### src/rtl/keystream_gen.sv
`default_nettype none
// keystream_gen: 32-bit key loader feeding a Galois LFSR that emits one keystream byte per valid/ready handshake.
// Build option KEYSTREAM_PREFETCH_EN adds a second byte buffer so generation overlaps the output hold.
module keystream_gen #(
   parameter int                LFSR_W = 32,
   parameter logic [LFSR_W-1:0] TAPS   = 32'h80200003,
   parameter int                WARMUP = 64
) (
   input  logic       clk,
   input  logic       rst_n,
   input  logic [7:0] key_in,
   input  logic       key_we,
   input  logic       key_go,
   input  logic       resync,
   output logic [7:0] ks_byte,
   output logic       ks_valid,
   input  logic       ks_ready,
   output logic       busy
);
   localparam int KEY_BYTES = LFSR_W / 8;
   localparam int KEY_W     = KEY_BYTES * 8;
   localparam int WCW       = (WARMUP > 0) ? $clog2(WARMUP + 1) : 1;
   localparam logic [WCW-1:0] WLAST = WCW'((WARMUP > 0) ? WARMUP - 1 : 0);

   typedef enum logic [1:0] {
      S_IDLE   = 2'd0,
      S_WARMUP = 2'd1,
      S_GEN    = 2'd2,
      S_HOLD   = 2'd3
   } state_t;

   state_t            r_state;
   state_t            w_state_nxt;
   logic [KEY_W-1:0]  r_key;
   logic [LFSR_W-1:0] r_lfsr;
   logic [LFSR_W-1:0] w_lfsr_step;
   logic [LFSR_W-1:0] w_seed;
   logic [WCW-1:0]    r_wcnt;
   logic [2:0]        r_bitcnt;
   logic [7:0]        r_shift;
   logic [7:0]        w_byte_new;
   logic [7:0]        r_ks_byte;
   logic              r_ks_valid;
   logic              w_done;
   logic              w_pop;
`ifdef KEYSTREAM_PREFETCH_EN
   logic [7:0]        r_buf;
   logic              r_buf_vld;
`endif

   assign w_lfsr_step = r_lfsr[0] ? ((r_lfsr >> 1) ^ TAPS) : (r_lfsr >> 1);
   // An all-zero key would lock the LFSR at zero forever.
   assign w_seed      = (r_key == '0) ? LFSR_W'(1) : r_key;
   assign w_byte_new  = {r_shift[6:0], r_lfsr[0]};
   assign w_done      = (r_state == S_GEN) && (r_bitcnt == 3'd7) && !resync;
   assign w_pop       = r_ks_valid && ks_ready;

   always_comb begin
      w_state_nxt = r_state;
      if (resync) begin
         w_state_nxt = S_IDLE;
      end else begin
         case (r_state)
            S_IDLE:   if (key_go) w_state_nxt = (WARMUP == 0) ? S_GEN : S_WARMUP;
            S_WARMUP: if (r_wcnt == WLAST) w_state_nxt = S_GEN;
`ifdef KEYSTREAM_PREFETCH_EN
            // Stop only when the output register and the spare buffer are both occupied.
            S_GEN:    if (w_done && r_ks_valid && !w_pop) w_state_nxt = S_HOLD;
`else
            S_GEN:    if (w_done) w_state_nxt = S_HOLD;
`endif
            S_HOLD:   if (ks_ready) w_state_nxt = S_GEN;
            default:  w_state_nxt = S_IDLE;
         endcase
      end
   end

   always_ff @(posedge clk or negedge rst_n) begin
      if (!rst_n) r_state <= S_IDLE;
      else        r_state <= w_state_nxt;
   end

   always_ff @(posedge clk or negedge rst_n) begin
      if (!rst_n) begin
         r_key    <= '0;
         r_lfsr   <= '0;
         r_wcnt   <= '0;
         r_bitcnt <= '0;
         r_shift  <= '0;
      end else if (resync) begin
         r_wcnt   <= '0;
         r_bitcnt <= '0;
      end else begin
         case (r_state)
            S_IDLE: begin
               if (key_go) begin
                  r_lfsr   <= w_seed;
                  r_wcnt   <= '0;
                  r_bitcnt <= '0;
               end else if (key_we) begin
                  r_key <= {r_key[KEY_W-9:0], key_in};
               end
            end
            S_WARMUP: begin
               r_lfsr <= w_lfsr_step;
               r_wcnt <= r_wcnt + WCW'(1);
            end
            S_GEN: begin
               r_lfsr   <= w_lfsr_step;
               r_shift  <= w_byte_new;
               r_bitcnt <= r_bitcnt + 3'd1;
            end
            default: ;
         endcase
      end
   end

`ifdef KEYSTREAM_PREFETCH_EN
   always_ff @(posedge clk or negedge rst_n) begin
      if (!rst_n) begin
         r_ks_byte  <= '0;
         r_ks_valid <= 1'b0;
         r_buf      <= '0;
         r_buf_vld  <= 1'b0;
      end else if (resync) begin
         r_ks_valid <= 1'b0;
         r_buf_vld  <= 1'b0;
      end else begin
         case ({w_done, w_pop})
            2'b11: begin
               if (r_buf_vld) begin
                  r_ks_byte <= r_buf;
                  r_buf     <= w_byte_new;
               end else begin
                  r_ks_byte <= w_byte_new;
               end
            end
            2'b10: begin
               if (!r_ks_valid) begin
                  r_ks_byte  <= w_byte_new;
                  r_ks_valid <= 1'b1;
               end else begin
                  r_buf      <= w_byte_new;
                  r_buf_vld  <= 1'b1;
               end
            end
            2'b01: begin
               if (r_buf_vld) begin
                  r_ks_byte <= r_buf;
                  r_buf_vld <= 1'b0;
               end else begin
                  r_ks_valid <= 1'b0;
               end
            end
            default: ;
         endcase
      end
   end
`else
   always_ff @(posedge clk or negedge rst_n) begin
      if (!rst_n) begin
         r_ks_byte  <= '0;
         r_ks_valid <= 1'b0;
      end else if (resync) begin
         r_ks_valid <= 1'b0;
      end else if (w_done) begin
         r_ks_byte  <= w_byte_new;
         r_ks_valid <= 1'b1;
      end else if (w_pop) begin
         r_ks_valid <= 1'b0;
      end
   end
`endif

   assign ks_byte  = r_ks_byte;
   assign ks_valid = r_ks_valid;
   assign busy     = (r_state == S_WARMUP) || (r_state == S_GEN);

endmodule
`default_nettype wire

### config.mk
export PLATFORM = sky130hd
export DESIGN_NAME = keystream_gen
export DESIGN_NICKNAME = d
export VERILOG_FILES = /design/src/rtl/keystream_gen.sv
export SDC_FILE = /design/constraint.sdc
export NUM_CORES = 1
export LEC_CHECK = 0
export CORE_ASPECT_RATIO = 1.5
export CORE_MARGIN = 5
export CORE_UTILIZATION = 40
export DETAILED_ROUTE_END_ITERATION = 7
export GPL_TIMING_DRIVEN = 0
export PLACE_DENSITY = 0.57
export SYNTH_ARGS = -nofsm -noshare
export SYNTH_HDL_FRONTEND = slang
export SYNTH_SLANG_ARGS = --single-unit
### constraint.sdc
create_clock -name clk -period 4.7 [get_ports clk]
set_clock_uncertainty 0.2 [all_clocks]
set_input_delay 0.94 -clock clk [delete_from_list [all_inputs] [get_ports clk]]
set_output_delay 0.94 -clock clk [all_outputs]
set_load 0.02 [all_outputs]
; Yosys cells after proc, flatten, opt, wreduce, memory -nomap -nowiden
; Cells that the tools add are included.
[word_totals]
reg_bits = 92
in_bits = 14
output_inout_bits = 10
[classes]
addsub = 2
eq_ne = 10
mux = 19
bitwise_logic = 3
reduce_logical = 19
[op_table]
columns = operator, n
row1 = $mux 32, 3
row2 = $pmux 32 s2, 1
row3 = $logic_not 32->1, 1
row4 = $mux 7, 2
row5 = $pmux 7 s2, 1
row6 = $ne 3x3->1 const B, 4
row7 = $mux 2, 5
row8 = $reduce_bool 3->1, 3
row9 = $pmux 2 s4, 1
row10 = $reduce_and 2->1, 4
row11 = $reduce_and 4->1, 2
row12 = $add 7x1->7 const B, 1
row13 = $eq 7x6->1 const B, 1
row14 = $mux 3, 2
row15 = $pmux 3 s2, 1
row16 = $eq 2x2->1 const B, 2
row17 = $not 3->4, 1
row18 = $add 3x1->3 const B, 1
row19 = $eq 3x3->1 const B, 1
row20 = $logic_and 1x1->1, 3
row21 = $mux 1, 3
row22 = $reduce_and 3->1, 1
row23 = $eq 2x1->1 const B, 1
row24 = $logic_not 2->1, 1
row25 = 6 further kinds, 7

; Logic depth before layout (Yosys ltp)
; Gate-level depths: netlist of the first run.
[depth]
word_depth = 6
depth_mapped = 8
ltp_nobuf = 6

; Least setup slack after synthesis of the first run
; No wires, ideal clock.
[synth_timing]
kind = input-to-reg
startpoint = input port key_go
endpoint = register r_key[1]
arrival_time_ns = 2.028
setup_slack_ns = 2.347
path_stages = 5
n_path_buf = 2
path_cell_list = and2b_1 -> and3b_1 -> clkbuf_1 -> buf_4 -> mux2_2
[synth_between]
elab_chain_len = 2
[synth_rtl]
columns = item, line
row1 = start: declaration, 13  ; input logic key_go,
row2 = $not 1->1 (no source line), n/a
row3 = $reduce_and 4->1 (no source line), n/a
row4 = end signal: assignment, 101  ; r_key <= {r_key[KEY_W-9:0], key_in};
row5 = end: declaration, 34  ; logic [KEY_W-1:0] r_key;
; No other way between the ends.
; A chain may end at the register's enable or synchronous reset.

; Worst setup path after layout of the first run
[layout_timing]
startpoint = register r_state[0]
endpoint = output port busy
[layout_between]
elab_chain_len = 2
[layout_rtl]
columns = item, line
row1 = start: declaration, 32  ; state_t r_state;
row2 = start signal: assignment, 80  ; else r_state <= w_state_nxt;
row3 = $eq 2x1->1 or $eq 2x2->1 (tied branches), 177  ; assign busy = (r_state == S_WARMUP) || (r_state == S_GEN);
row4 = $logic_or 1x1->1 (*), 177
row5 = end: declaration, 18  ; output logic busy
; Mark *: on every way between the ends. The rest lies on a longest branch, timed or not.

==> impl_metrics.env, run 1 <==
export IMPL_status="completed"
export IMPL_critical_path_top_delay_family="buffers and inverters"
export IMPL_hpwl_um=5614
export IMPL_crit_chain="inv_1 -> ha_1 -> clkdlybuf4s50_1"
export IMPL_grt_pass1_vias=2699
export IMPL_maxCapViolations=0
export IMPL_start_kind="flip-flop"
export IMPL_slew_headroom=0.5055
export IMPL_coreArea_um2=10020
export IMPL_slew_violations=0
export IMPL_whs_ps=300.8
export IMPL_gp_congestion=0.7845
export IMPL_placed_area_um2=4471
export IMPL_drive_gt1_frac=0.1979
export IMPL_max_vdd_ir_drop_mv=0.3444
export IMPL_timing_final_ws_setup_ps=1733
export IMPL_synth_edf_count=0
export IMPL_cpPeakStageDelay_ps=610
export IMPL_post_place_ws_ps=1626
export IMPL_cts_hold_fix_buffers=0
export IMPL_first_iter_violations=88
export IMPL_netlist_instances=335
export IMPL_root_buffer="clkbuf_16"
export IMPL_synthArstFlopShare=1.000
export IMPL_synth_avg_cell_area_um2=12.15
export IMPL_clkTransAtPathRegs_ps=60
export IMPL_ys_warn_count=0
export IMPL_port_buffers=23
export IMPL_pin_count=24
export IMPL_synthDistinctLibCells=35
export IMPL_max_freq_mhz=337.1
export IMPL_crit_fanout=8
export IMPL_rsz0062_at_grt="no"
export IMPL_cp_arrival_ps=1830
export IMPL_syn_to_final_growth_pct=16.88
export IMPL_clock_sinks=92
export IMPL_hold_class="reg -> reg"
export IMPL_dieArea_um2=12330
export IMPL_hold_violations=0
export IMPL_drc_errors=0
export IMPL_chipHeight_um=133.5
export IMPL_synth_nets=356
export IMPL_grt_max_degree=48
export IMPL_cts_resized=0
export IMPL_worst_pin_slew_ps=741.8
export IMPL_diodes=0
export IMPL_cpMaxStageDelayCell="clkdlybuf4s50_1"
export IMPL_ys_flop_type="dfrtp_1"
export IMPL_wl_um=7772
export IMPL_setup_tns_ps=0
export IMPL_start_util=0.4060
export IMPL_fp_row_count=45
export IMPL_ys_seq_elements=92
export IMPL_p_leak_nw=2.060
export IMPL_crit_path_end_kind="output pin"
export IMPL_setup_viol=0
export IMPL_fin_crit_ps=2967
export IMPL_cts_made_buffers=9
export IMPL_ys_seq_area_frac=0.5658
export IMPL_grt_pass1_wl_um=13340
export IMPL_postRouteAntennaNets=0
export IMPL_grt_antenna_before_repair=0
export IMPL_clockBufferDepth=2
export IMPL_cp_data_required_time_ps=3560
export IMPL_cts_tree="yes"
export IMPL_avgRoutedWirePerCell_um=15.83
export IMPL_grt_use_total=0.1362
export IMPL_fp_dieW_um=92.35
export IMPL_cts_max_level=3
export IMPL_synth_area_um2=4069
export IMPL_post_route_cell_area_um2=4756
export IMPL_vias=2637
export IMPL_clock_latency_ps=330
export IMPL_post_route_period_util=0.6312
export IMPL_first_pass_iters=5
export IMPL_nets=391
export IMPL_cts_setup_buffers=0
export IMPL_grt_overflow=0
export IMPL_worstSetupPathType="reg -> out"
export IMPL_critical_path_buf_inv_count=2
export IMPL_viasPerCell=5.371
export IMPL_p_per_area_nw_per_um2=647.4
per-layer routing:
| metal | share of wire | global-route usage |
|---|---|---|
| met1 | 0.42 | 0.1631 |
| met2 | 0.52 | 0.2289 |
| met3 | 0.036 | 0.02768 |
| met4 | 0.030 | 0.07107 |
| met5 | 0 | 0 |
synth_stat cells (4+ instances only):
master     n  area (um2)
dfrtp_1   92        2302
mux2_2    48       540.5
nor2_1    37       138.9
a21oi_1   34       170.2
mux2i_1   29       290.3
o21ai_0   14       70.07
nor4_1     9       56.30
clkbuf_1   8       30.03
ha_1       7       87.58
nand2_1    6       22.52
nand2b_1   5       31.28
nand3_1    5       25.02
nor2b_1    5       31.28
buf_2      4       20.02
kinds of logic after synthesis:
group / count (synthesis) / share of synthesized area
flops: 92 / 0.5658
fa+ha+maj: 7 / 0.02152
compound gates: 56 / 0.07564
mux: 80 / 0.2125
simple gates: 79 / 0.09871
xor+xnor: 2 / 0.004306
buf+inv: 19 / 0.02153
area by class of cell:
cell class / count / area [um2]
plain buffers: 17 / 80.08
inverters: 2 / 7.507
clock inverters: 2 / 35.03
repair buffers: 24 / 255.2
well taps: 117 / 146.4
multi-input cells: 224 / 1679
flip-flops and latches: 92 / 2302
fillers: 935 / 5266
clock buffers: 13 / 250.2
power breakdown:
group	internal, mW	switching (mW)	leakage (nW)
sequential	1.10	0.252	1.14
clock	0.423	0.279	0.140
combinational	0.517	0.507	0.779
through the flow:
step | total power [mW] | instances | utilization
floorplan | 2.111 | 335 | -
global placement | 2.382 | 475 | 0.4436
detailed placement | 2.418 | 476 | 0.4461
CTS | 3.135 | 491 | 0.4745
global route | 3.316 | 491 | 0.4745
finish | 3.079 | 491 | 0.4745
sequential cells by signal (all words and copies together) (netlist names):
signal,cells
ks_byte,8
ks_valid,1
r_bitcnt,3
r_key,32
r_lfsr,32
r_shift,7
r_state,2
r_wcnt,7
path summary, 6_finish.rpt:
kind | startpoint | depth (start not counted) | end | slack [ps]
setup reg to reg | r_state[0] | 7 | r_lfsr[19] | 2230
setup / recovery | r_state[0] | 3 | busy | 1730
max in group asynchronous | rst_n | 2 | r_lfsr[27] | 3250
hold / removal | ks_byte[5] | 1 | ks_byte[5] | 300
min in group asynchronous | rst_n | 1 | r_wcnt[2] | 420
hold reg to reg | ks_byte[5] | 1 | ks_byte[5] | 300
cells in the final DEF (no fill, tap or decap), types with 2 or more instances in the layout:
master	n
o21ai_0	14
a21oi_1	34
clkbuf_16	9
nor2_1	37
mux2_1	3
nor2b_1	5
inv_1	2
mux2_2	48
nand2b_1	5
xnor2_1	2
nor4_1	9
ha_1	7
nand3_1	5
dfrtp_1	92
buf_1	2
nand4_1	3
nand2_1	6
mux2i_1	29
o31ai_1	2
a31oi_1	2
buf_4	4
clkbuf_1	11
buf_2	4
clkdlybuf4s50_1	22
No activity file was read; power rests on OpenSTA's default activity.
==> run 2: changes to the inputs <==
Clock period 4.7 ns to 2.73 ns, I/O delays scaled along.
==> run 2 against run 1 <==
Total power is 72% higher. Critical endpoint unchanged. Clock power is 72% higher. Final cell count stayed put. Die area stayed put. Count of clock-buffer cells in the layout stayed put.
==> impl_metrics.env, run 2 (synthesis gave the netlist of run 1 again) <==
export IMPL_status="completed"
export IMPL_pin_count=24
export IMPL_fp_row_count=45
export IMPL_rsz0062_at_grt="no"
export IMPL_seq_area_um2=2302
export IMPL_hold_class="in -> async"
export IMPL_clock_latency_ps=330
export IMPL_diodes=0
export IMPL_nets=391
export IMPL_p_leak_nw=2.067
export IMPL_chipHeight_um=133.5
export IMPL_crit_fanout=8
export IMPL_final_cell_mix="dfrtp_1, mux2_2, nor2_1"
export IMPL_fp_dieW_um=92.35
export IMPL_grt_use_total=0.1362
export IMPL_cp_data_required_time_ps=1980
export IMPL_viasPerCell=5.373
export IMPL_grt_antenna_before_repair=0
export IMPL_root_buffer="clkbuf_16"
export IMPL_port_buffers=23
export IMPL_grt_met3_usage=0.02768
export IMPL_dieArea_um2=12330
export IMPL_first_iter_violations=90
export IMPL_hpwl_um=5614
export IMPL_vias=2638
export IMPL_met1_usage=0.1631
export IMPL_cts_tree="yes"
export IMPL_p_per_area_nw_per_um2=1114
export IMPL_start_util=0.4060
export IMPL_cts_made_buffers=9
export IMPL_drc_errors=0
export IMPL_slew_headroom=0.5063
export IMPL_setup_viol=0
export IMPL_clkTransAtPathRegs_ps=60
export IMPL_postRouteAntennaNets=0
export IMPL_gp_congestion=0.7845
export IMPL_wl_um=7769
export IMPL_worstSetupPathType="reg -> out"
export IMPL_grt_pass1_wl_um=13340
export IMPL_met2_usage=0.2289
export IMPL_drive_gt1_frac=0.2032
export IMPL_start_kind="flip-flop"
export IMPL_grt_pass1_vias=2699
export IMPL_multi_input_area_um2=1679
export IMPL_fin_crit_ps=2571
export IMPL_timing_final_ws_setup_ps=158.6
export IMPL_cp_arrival_ps=1830
export IMPL_clock_sinks=92
export IMPL_post_place_ws_ps=50.30
export IMPL_grt_overflow=0
export IMPL_max_vdd_ir_drop_mv=0.5928
export IMPL_crit_path_end_kind="output pin"
export IMPL_coreArea_um2=10020
export IMPL_avgRoutedWirePerCell_um=15.82
export IMPL_post_route_period_util=0.9419
export IMPL_top_usage_layer="met2"
export IMPL_slew_violations=0
export IMPL_p_total_mw=5.301
export IMPL_clockBufferDepth=2
export IMPL_hold_violations=0
export IMPL_cts_max_level=3
export IMPL_maxCapViolations=0
export IMPL_num_fill_cells=934
export IMPL_first_pass_iters=5
export IMPL_grt_max_degree=48
export IMPL_worst_pin_slew_ps=740.5
export IMPL_max_freq_mhz=388.9
export IMPL_final_common_cell="dfrtp_1"
export IMPL_syn_to_final_growth_pct=16.94
==> run 2: cell counts in the layout (fill, tap and decap cells not counted) <==
No cell type changed its count.
==> run 2: worst paths after layout <==
kind / slack, ps / start / end / cells after the start
max: 160 / r_state[0] / busy / 3
max in group asynchronous: 1670 / rst_n / r_lfsr[27] / 2
min reg2reg: 300 / ks_byte[5] / ks_byte[5] / 1
min: 20 / rst_n / r_wcnt[2] / 1
min in group clk: 300 / ks_byte[5] / ks_byte[5] / 1
max reg2reg: 260 / r_state[0] / r_lfsr[19] / 7
==> run 2: repair_timing <==
item | 4_1_cts | 5_1_grt
resized for setup | 0 | 4
setup buffers | 0 | 0
hold buffers | 0 | 0
endpoints found under the setup margin | 0 | 5
==> run 2: per-stage QoR <==
stage          setup TNS (ps)  cell area [um2]    util  hold slack, ps  instances
4_1_cts                     0             4756  0.4745           40.48        491
3_3_place_gp          -232510             4446  0.4436           286.8        475
2_1_floorplan               0             4069       -           50.41        335
3_5_place_dp                0             4471  0.4461           291.7        476
5_1_grt                     0             4758  0.4748           69.60        491
6_report                    0             4758  0.4748           22.89        491
==> run 2: layer usage <==
layer  part of all wire  vias up
li1                   -     1259
met1               0.42     1320
met2               0.52       43
met3              0.036       16
met4              0.030        0
met5                  0        -
==> run 2: final cells by class <==
| cell class | count | share of cell area |
|---|---|---|
| flip-flops and latches | 92 | 0.4838 |
| multi-input cells | 224 | 0.3529 |
| repair buffers | 24 | 0.05364 |
| clock buffers | 13 | 0.05259 |
| well taps | 117 | 0.03077 |
| plain buffers | 17 | 0.01735 |
| clock inverters | 2 | 0.007363 |
| inverters | 2 | 0.001578 |
==> run 2: worst max-delay path, cell delays in order, from the launching register on <==
cell and delay, ps:
dfrtp_1 450, inv_1 110, ha_1 320, clkdlybuf4s50_1 610
==> run 2: report_power, final <==
| part | internal [mW] | total (mW) | switching, mW | leakage [nW] |
|---|---|---|---|---|
| Sequential | 1.89 | 2.33 | 0.433 | 1.14 |
| Combinational | 0.893 | 1.77 | 0.873 | 0.785 |
| Clock | 0.729 | 1.21 | 0.478 | 0.140 |
| Total | 3.52 | 5.30 | 1.78 | 2.07 |
==> run 3: changes to the inputs <==
Clock period 2.73 ns to 2.9 ns, I/O delays scaled along.
==> results of run 3 <==
The final DEF is identical to that of run 1. Status: completed.
Main changes from that run: setup slack after placement 1626 ps -> 186.3 ps; setup slack after layout 1733 ps -> 293.5 ps; hold slack 300.8 ps -> 56.42 ps; register-to-register setup slack 2230 ps -> 430 ps; total power 3.079 mW -> 4.990 mW; worst IR drop on VDD 0.3444 mV -> 0.5581 mV
